`config.mk`:
```
export PLATFORM = sky130hd
export DESIGN_NAME = count_seq_monitor
export DESIGN_NICKNAME = d
export VERILOG_FILES = /design/src/rtl/count_seq_monitor_pkg.sv /design/src/rtl/csm_next_val.sv /design/src/rtl/count_seq_monitor.sv
export SDC_FILE = /design/constraint.sdc
export NUM_CORES = 1
export LEC_CHECK = 0
export BUFFER_PORTS_ARGS = -buffer_cell sky130_fd_sc_hd__buf_2
export CAP_MARGIN = 40
export CORE_MARGIN = 2
export CORE_UTILIZATION = 50
export CTS_BUF_LIST = sky130_fd_sc_hd__clkbuf_16
export CTS_CLUSTER_SIZE = 28
export DETAILED_ROUTE_END_ITERATION = 6
export PLACE_DENSITY = 0.81
export REMOVE_ABC_BUFFERS = 1
export SETUP_SLACK_MARGIN = 0.1
export SLEW_MARGIN = 20
export SYNTH_ARGS = -nofsm -noshare
export SYNTH_HDL_FRONTEND = slang
export SYNTH_HIERARCHICAL = 1
export SYNTH_SLANG_ARGS = --single-unit
```
`constraint.sdc`:
```
create_clock -name clk -period 2.4 [get_ports clk]
set_clock_uncertainty 0.15 [all_clocks]
set_input_delay 0.12 -clock clk [delete_from_list [all_inputs] [get_ports clk]]
set_output_delay 0.12 -clock clk [all_outputs]
set_load 0.005 [all_outputs]
```
`src/rtl/count_seq_monitor_pkg.sv`:
```
// Shared types and constants for the count sequence monitor.
// Optional feature macro used by the top: COUNT_SEQ_MONITOR_HIST_EN.
package count_seq_monitor_pkg;

   typedef enum logic [1:0] {
      ST_IDLE   = 2'd0,
      ST_HUNT   = 2'd1,
      ST_LOCKED = 2'd2
   } csm_state_e;

   localparam int unsigned ERR_CNT_W  = 8;
   localparam int unsigned STEP_CNT_W = 4;
   localparam int unsigned HIST_W     = 16;

endpackage

```
`src/rtl/csm_next_val.sv`:
```
// Combinational expected-next-legal-value generator for the sequence monitor.
// Also flags when ref_val is the last legal value in the counting direction.
module csm_next_val #(
   parameter int unsigned             WIDTH     = 3,
   parameter logic [2**WIDTH-1:0]     SKIP_MASK = '0,
   parameter bit                      DIR_UP    = 1'b1
) (
   input  logic [WIDTH-1:0] ref_val,
   output logic [WIDTH-1:0] nxt_val,
   output logic             is_last
);

   localparam int unsigned NVAL = 2**WIDTH;

   logic [WIDTH-1:0] cand;
   logic             found;

   // Walk outward from ref_val in the counting direction; first unskipped value wins.
   // If nothing else is legal the search lands back on ref_val itself.
   always_comb begin
      nxt_val = ref_val;
      found   = 1'b0;
      cand    = ref_val;
      for (int unsigned k = 1; k <= NVAL; k++) begin
         if (DIR_UP) begin
            cand = ref_val + k[WIDTH-1:0];
         end else begin
            cand = ref_val - k[WIDTH-1:0];
         end
         if (!found && !SKIP_MASK[cand]) begin
            nxt_val = cand;
            found   = 1'b1;
         end
      end
   end

   // A step is a wrap when the next legal value lies behind ref_val numerically.
   always_comb begin
      if (DIR_UP) begin
         is_last = (nxt_val <= ref_val);
      end else begin
         is_last = (nxt_val >= ref_val);
      end
   end

endmodule

```
`src/rtl/count_seq_monitor.sv`:
```
// Monitors an upstream skip/mod-N counter and reports lock, sequence errors and wraps.
// Define COUNT_SEQ_MONITOR_HIST_EN to add per-value occurrence counters (hist_addr/hist_data).
module count_seq_monitor
   import count_seq_monitor_pkg::*;
#(
   parameter int unsigned             WIDTH     = 3,
   parameter logic [2**WIDTH-1:0]     SKIP_MASK = '0,
   parameter bit                      DIR_UP    = 1'b1,
   parameter int unsigned             LOCK_N    = 2
) (
   input  logic                 clk,
   input  logic                 rst,
   input  logic [WIDTH-1:0]     q_in,
   input  logic                 q_vld,
   input  logic                 clr_err,
`ifdef COUNT_SEQ_MONITOR_HIST_EN
   input  logic [WIDTH-1:0]     hist_addr,
   output logic [HIST_W-1:0]    hist_data,
`endif
   output logic                 locked,
   output logic                 err,
   output logic                 wrap,
   output logic [ERR_CNT_W-1:0] err_cnt
);

   localparam int unsigned            NVAL     = 2**WIDTH;
   localparam logic [STEP_CNT_W-1:0] LOCK_TGT = STEP_CNT_W'(LOCK_N);

   csm_state_e               state_q, state_d;
   logic [WIDTH-1:0]         ref_val, ref_d;
   logic [STEP_CNT_W-1:0]    step, step_d, step_inc;
   logic                     err_d, wrap_d;
   logic [ERR_CNT_W-1:0]     err_cnt_d;
   logic [WIDTH-1:0]         exp_val;
   logic                     ref_is_last;
   logic                     legal;

   csm_next_val #(
      .WIDTH     (WIDTH),
      .SKIP_MASK (SKIP_MASK),
      .DIR_UP    (DIR_UP)
   ) u_next_val (
      .ref_val (ref_val),
      .nxt_val (exp_val),
      .is_last (ref_is_last)
   );

   assign legal    = !SKIP_MASK[q_in];
   assign step_inc = step + STEP_CNT_W'(1);

   always_ff @(posedge clk or posedge rst) begin
      if (rst) begin
         state_q <= ST_IDLE;
         ref_val <= '0;
         step    <= '0;
         locked  <= 1'b0;
         err     <= 1'b0;
         wrap    <= 1'b0;
         err_cnt <= '0;
      end else begin
         state_q <= state_d;
         ref_val <= ref_d;
         step    <= step_d;
         locked  <= (state_d == ST_LOCKED);
         err     <= err_d;
         wrap    <= wrap_d;
         err_cnt <= err_cnt_d;
      end
   end

   always_comb begin
      state_d   = state_q;
      ref_d     = ref_val;
      step_d    = step;
      err_d     = 1'b0;
      wrap_d    = 1'b0;
      err_cnt_d = err_cnt;

      if (q_vld) begin
         if (!legal) begin
            err_d   = 1'b1;
            state_d = ST_IDLE;
            step_d  = '0;
         end else begin
            case (state_q)
               ST_IDLE: begin
                  state_d = ST_HUNT;
                  ref_d   = q_in;
                  step_d  = '0;
               end
               ST_HUNT, ST_LOCKED: begin
                  if (q_in == exp_val) begin
                     ref_d = q_in;
                     if (state_q == ST_HUNT) begin
                        step_d = step_inc;
                        if (step_inc == LOCK_TGT) begin
                           state_d = ST_LOCKED;
                        end
                     end else begin
                        wrap_d = ref_is_last;
                     end
                  end else begin
                     err_d   = 1'b1;
                     state_d = ST_HUNT;
                     ref_d   = q_in;
                     step_d  = '0;
                  end
               end
               default: begin
                  state_d = ST_IDLE;
                  step_d  = '0;
               end
            endcase
         end
      end

      // Clear wins over a same-cycle increment; the err pulse itself is unaffected.
      if (clr_err) begin
         err_cnt_d = '0;
      end else if (err_d && (err_cnt != '1)) begin
         err_cnt_d = err_cnt + ERR_CNT_W'(1);
      end
   end

`ifdef COUNT_SEQ_MONITOR_HIST_EN
   logic [HIST_W-1:0] hist_mem [NVAL];

   always_ff @(posedge clk or posedge rst) begin
      if (rst) begin
         for (int unsigned i = 0; i < NVAL; i++) begin
            hist_mem[i] <= '0;
         end
      end else if (clr_err) begin
         for (int unsigned i = 0; i < NVAL; i++) begin
            hist_mem[i] <= '0;
         end
      end else if (q_vld && legal && (hist_mem[q_in] != '1)) begin
         hist_mem[q_in] <= hist_mem[q_in] + HIST_W'(1);
      end
   end

   assign hist_data = hist_mem[hist_addr];
`endif

endmodule

```
* Word-level counts from Yosys, hierarchy flattened
Memories as Yosys holds them, arrays and structs flattened.
Index checks and enable logic that the tools add are counted.
** Cells by class
- Add/subtract/negate cells :: 9
- Order comparisons :: 10
- Equality and inequality tests :: 7
- Muxes and demuxes :: 45
- Bitwise logic cells :: 1
- Reduce and logical (&&, ||, !) cells :: 27
** Operator list (count)
- 3-bit by 4-bit < comparator with 1-bit output (second input constant) :: 9
- 1-bit two-way mux :: 25
- 3-bit two-way mux :: 8
- 4-bit two-way mux :: 4
- 8-bit two-way mux :: 2
- 1-bit logical NOT :: 13
- 3-bit adder (second input constant) :: 4
- 2-bit two-way mux :: 5
- 8-bit by 1-bit adder with 8-bit output (second input constant) :: 1
- 1-bit logical AND :: 8
- 8-bit inequality test (second input constant) :: 1
- 3-bit by 2-bit adder with 3-bit output (second input constant) :: 2
- 4-bit by 1-bit adder with 4-bit output (second input constant) :: 1
- 2-bit equality test (second input constant) :: 2
- 4-bit by 2-bit equality test with 1-bit output (second input constant) :: 1
- 4-bit inequality test (second input constant) :: 1
- 2-bit one-hot mux with 2 select lines :: 1
- 3-bit by 1-bit adder with 3-bit output (second input constant) :: 1
- 3-bit equality test :: 1
- 3-bit less-or-equal comparator :: 1
- 3-bit AND reduction :: 1
- 3-bit OR reduction :: 1
- 2-bit by 1-bit equality test with 1-bit output (second input constant) :: 1
- 2-bit logical NOT :: 1
- other kinds (4) :: 4
** Storage, ports and cells
- Register bits after elaboration :: 20
- Bits in read-only memories :: 72
- Input bits :: 7
- Output and inout port bits :: 11
- Logic and storage cells :: 115
- Memories :: 9
** Memories
- (no name shown) :: words 8, width 1, rd ports 1, clocked after Yosys merged registers in 0, write ports 0, RTL line csm_next_val.sv:30 : if (!found && !SKIP_MASK[cand]) begin
- (no name shown) :: words 8, width 1, rd ports 1, clocked after Yosys merged registers in 0, write ports 0, RTL line csm_next_val.sv:30
- (no name shown) :: words 8, width 1, rd ports 1, clocked after Yosys merged registers in 0, write ports 0, RTL line csm_next_val.sv:30
- (no name shown) :: words 8, width 1, rd ports 1, clocked after Yosys merged registers in 0, write ports 0, RTL line csm_next_val.sv:30
- (no name shown) :: words 8, width 1, rd ports 1, clocked after Yosys merged registers in 0, write ports 0, RTL line csm_next_val.sv:30
- (no name shown) :: words 8, width 1, rd ports 1, clocked after Yosys merged registers in 0, write ports 0, RTL line csm_next_val.sv:30
- +3 memories

* Logic depth before layout (Yosys ltp)
- Word-level depth :: 32
- Depth in mapped cells :: 8
- Depth with buffers taken out :: 7

* Hierarchy
The synthesis kept the hierarchy.
** Modules (own cells, without submodules)
- count_seq_monitor :: instances 1, cells an instance 110, area each 1104.8 um^2, seq. area each 500.5 um^2
- csm_next_val :: instances 1, cells an instance 11, area each 82.6 um^2, seq. area each 0.0 um^2

* Worst setup path after synthesis
Ideal clock, no wire load.
- Kind :: register -> register
- Start :: register ref_val[0]
- End :: register err_cnt[4]
- Setup time :: 0.078 ns
- Data arrival time :: 1.846 ns
- Slack :: 0.326 ns
- Cell stages (with the launch flop) :: 7
- Period minus slack after synthesis :: 2.074 ns
- Cell sequence :: dfrtp_1 ha_1 xor2_1 xnor2_1 a31o_1 or4_1 a21oi_1
** On the way
- Cells in the longest elaborated chain, start to end :: 31
** RTL lines
- start: declaration :: RTL line count_seq_monitor.sv:30 : logic [WIDTH-1:0] ref_val, ref_d;
- start signal: assignment :: RTL line count_seq_monitor.sv:62 : ref_val <= ref_d;
- 3-bit by 2-bit adder with 3-bit output :: RTL line csm_next_val.sv:26 : cand = ref_val + k[WIDTH-1:0];
- memory 8 x 1 bit
- 1-bit two-way mux (not written as such) :: RTL line csm_next_val.sv:30
- 1-bit logical NOT :: RTL line csm_next_val.sv:30
- 1-bit logical AND :: RTL line csm_next_val.sv:30
- 1-bit two-way mux :: RTL line csm_next_val.sv:30
- 1-bit logical NOT :: RTL line csm_next_val.sv:30
- 1-bit logical AND :: RTL line csm_next_val.sv:30
- (+16 left out)
- named net exp_val[2] :: RTL line count_seq_monitor.sv:34 : logic [WIDTH-1:0] exp_val;
- 3-bit equality test * :: RTL line count_seq_monitor.sv:92 : if (q_in == exp_val) begin
- 1-bit two-way mux * :: RTL line count_seq_monitor.sv:92
- 1-bit two-way mux * :: RTL line count_seq_monitor.sv:85 : case (state_q)
- 1-bit two-way mux * :: RTL line count_seq_monitor.sv:80 : if (!legal) begin
- 1-bit two-way mux * :: RTL line count_seq_monitor.sv:79 : if (q_vld) begin
- 1-bit logical AND * :: RTL line count_seq_monitor.sv:120 : end else if (err_d && (err_cnt != '1)) begin
- 2-bit nonzero test (no line) *
- end signal: assignment :: RTL line count_seq_monitor.sv:67 : err_cnt <= err_cnt_d;
- end: declaration :: RTL line count_seq_monitor.sv:23 : output logic [ERR_CNT_W-1:0] err_cnt
The timed path passes the listed nets; every way through them passes the cells marked *. The select of a mux whose other input is x is not followed.
A chain may end at the register's enable or synchronous reset.

* Worst setup path after layout
- Start :: register ref_val[1]
- End :: register err_cnt[7]
Same word-level chain as after synthesis.

==> results.cfg <==
[cts]
cts_tree = done
root_buffer = clkbuf_16
cts_max_path_buffers = 2
clkTransAtPathRegs_ns = 0.05
clkLatencyLatePin_ns = 0.25
cts.htree.levels = 1
cts_num_sinks = 20
cts_made_buffers = 3

[sta]
setup-violations-final = 0
tns_ns = 0
post-route-period-util_pct = 91.45
rsz0062_at_grt = no
relSlewSlack_pct = 49.32
min_period_ns = 2.195
tightest_slew_ns = 0.7593
final-hold-violation-count = 0
fmax_ghz = 0.4556
drv_slew = 0
holdWs_ns = 0.02860

[flow_run]
drv_cap = 0

[final_layout]
diodes = 0
drive_gt1_share_pct = 25.00
finish.utilization_pct = 66.33
syn_to_final_growth_pct = 24.76
final_cells = 176
fin_nets = 165

[placed_design]
post-place-cells = 164
io_buffers = 17
dp_hpwl_mm = 1.818
gp_congestion = 0.7959

[critical_path]
criticalPathCategory = flip-flop to flip-flop
cp-end-kind = flip-flop
cp-start-kind = flip-flop
worst-path-max-fanout = 7
ff2ff_setup_slack_ns = 0.21
cp.required_ns = 2.43
critPathArrivalTime_ns = 2.22

[yosys]
synth-xor-area-share_pct = 4.426
syn_inst = 121
yosys.area_share.simple_pct = 18.23
synth_top_family_by_area = simple AND/OR/NAND/NOR gates
seq_area_frac_synth_pct = 42.15
synth_fa_ha_area_share_pct = 8.430
ys_seq_elements = 20
ys_types = 34
syn_area_um2 = 1187
syn_area_per_cell_um2 = 9.813
muxShareOfSynthArea_pct = 5.479
yosys_warnings = 6
synth_compound_gate_area_share_pct = 15.91

[pwr]
pwr-share-comb_pct = 25.2
pwr-share-clk_pct = 34.9
p_int_uw = 686.5
power_switching_uw = 274.8
totalPowerFinal_uw = 961.3
powerDensity_nw_per_um2 = 648.9
switching_share_pct = 28.58
seqPwrFrac_pct = 39.9
leakage_nw = 0.6888
ir_drop_uv = 492.8

[floorplan]
rows = 17
die-area_um2 = 2780
die_w_um = 52.73
fp.dieH_um = 52.73
initial_core_util_pct = 53.17
ios = 18
core_um2 = 2233

[detailed_routing]
ant_nets = 0
first_pass_iters = 4
first_iter_violations = 37
avgViaCountPerCell = 5.807
post_drt_wl_per_cell_um = 14.77
vias = 1022
drc = 0
postRouteWirelength_mm = 2.600

[global_route]
first_global_vias = 940
grt_use_total_pct = 20.06
grt_overflow_total = 0
grt_first_pass_wirelength_mm = 4.098
grt_max_degree = 21
antenna_found_initial = 0

[outcome]
status = complete, no violations

[hold_path]
min_path_type = input pin to flip-flop
-- power by group through the flow --
stage | combinational (mW) | sequential, mW | clock, mW
floorplan | 0.138 | 0.384 | 0
global placement | 0.178 | 0.385 | 0
detailed placement | 0.189 | 0.388 | 0
CTS | 0.196 | 0.382 | 0.338
global route | 0.263 | 0.386 | 0.358
finish | 0.242 | 0.383 | 0.336
-- worst max-delay path: stages (launching register included) --
cell and delay [ns]:
dfrtp_1 0.39, inv_1 0.06, ha_1 0.30, inv_1 0.07, xnor2_2 0.18, a31o_4 0.29
or4_1 0.51, a21oi_1 0.16
-- final cells by class --
| type | count | area (µm²) |
|---|---|---|
| fill | 169 | 752.0 |
| multi-input combinational | 87 | 665.6 |
| sequential | 20 | 501.7 |
| timing repair buffer | 25 | 155.1 |
| clock buffer | 3 | 75.07 |
| inverter | 13 | 48.80 |
| tap | 28 | 35.03 |
-- placed cells by master (no fill, tap or decap), types with 2 or more instances in the layout --
cell           instances
xnor2_2                2
o22ai_1                2
buf_2                 17
ha_1                   7
or4_1                  5
nand3_1                5
dfrtp_1               19
a21oi_1                8
o21ai_0                5
o2111ai_1              2
dlygate4sd3_1          4
nand4_1                3
nor2b_1                2
o31ai_1                3
mux2_2                 4
inv_1                 13
buf_4                  4
nand2b_1               3
or3_1                  2
xnor2_1                2
nand2_1                5
mux2i_1                2
nor2_1                 9
clkbuf_16              3
-- metal layers --
| layer | global-route usage [%] | wire [µm] |
|---|---|---|
| met4 | 5.128 | 29 |
| met5 | 0 | 0 |
| met2 | 35.00 | 1328 |
| met1 | 24.95 | 1135 |
| met3 | 4.286 | 106 |
-- cells by family (layout without fill, tap and decap cells) --
logic type	count (synthesis)	after routing
and+or+nand+nor	39	39
DFF	20	20
muxes	6	6
AOI/OAI and AO/OA	27	28
xor gates and xnor gates	6	6
adders and majority gates	8	8
buffers and inverters	15	41
-- final timing paths --
path,startpoint,to,cells after the start
max,ref_val[1],err_cnt[7],7
min,q_in[2],ref_val[2],2
max reg2reg,ref_val[1],err_cnt[7],7
min reg2reg,err_cnt[6],err_cnt[6],2
max in group asynchronous,rst,ref_val[0],3
min in group asynchronous,rst,step[0],3
-- synthesized netlist by cell type --
cell       number  area share, %
o31ai_1         3            1.9
o22ai_1         2            1.1
nor2b_1         2            1.1
a31o_1          1           0.74
dfrtp_1        20             42
and2_1          1           0.53
mux2i_1         2            1.7
nor3b_1         1           0.63
a2111oi_2       1            1.3
o2111ai_1       2            1.5
a221oi_2        1            1.3
nand2_1         5            1.6
o21ai_0         5            2.1
nor2_1          9            2.8
xor2_1          2            1.5
mux2_2          4            3.8
o211a_1         1           0.84
o41ai_1         1           0.74
a31oi_1         1           0.53
or4_1           5            3.2
nand2b_1        3            1.6
or3_1           2            1.1
o21a_1          1           0.63
inv_1          13            4.1
ha_1            8            8.4
nor4_1          1           0.53
nand3_1         5            2.1
xnor2_1         4            3.0
a21oi_1         8            3.4
nand4_1         3            1.6
buf_1           1           0.32
and4_2          1           0.84
and4_1          1           0.74
buf_6           1           0.95
-- sequential cells by signal (all words and copies together) (netlist names) --
register  cells
err           1
ref_val       3
wrap          1
locked        1
state_q       2
step          4
err_cnt       8
-- through the flow --
stage / setup slack, ns / instance area [µm²]
2_1_floorplan: 0.2492 / 1172
3_3_place_gp: 0.1701 / 1292
3_5_place_dp: 0.07563 / 1292
4_1_cts: 0.1057 / 1408
5_1_grt: 0.1131 / 1481
6_report: 0.2052 / 1481
-- what timing repair did --
| item | in CTS | in global routing |
|---|---|---|
| pin swaps | 0 | 1 |
| cloned | 0 | 1 |
| resized for setup | 1 | 6 |
| endpoints found under the hold margin | 24 | 0 |
| setup buffers | 0 | 4 |
| hold buffers | 4 | 0 |
| endpoints found under the setup margin | 4 | 6 |
(Power assumes the default switching activity.)
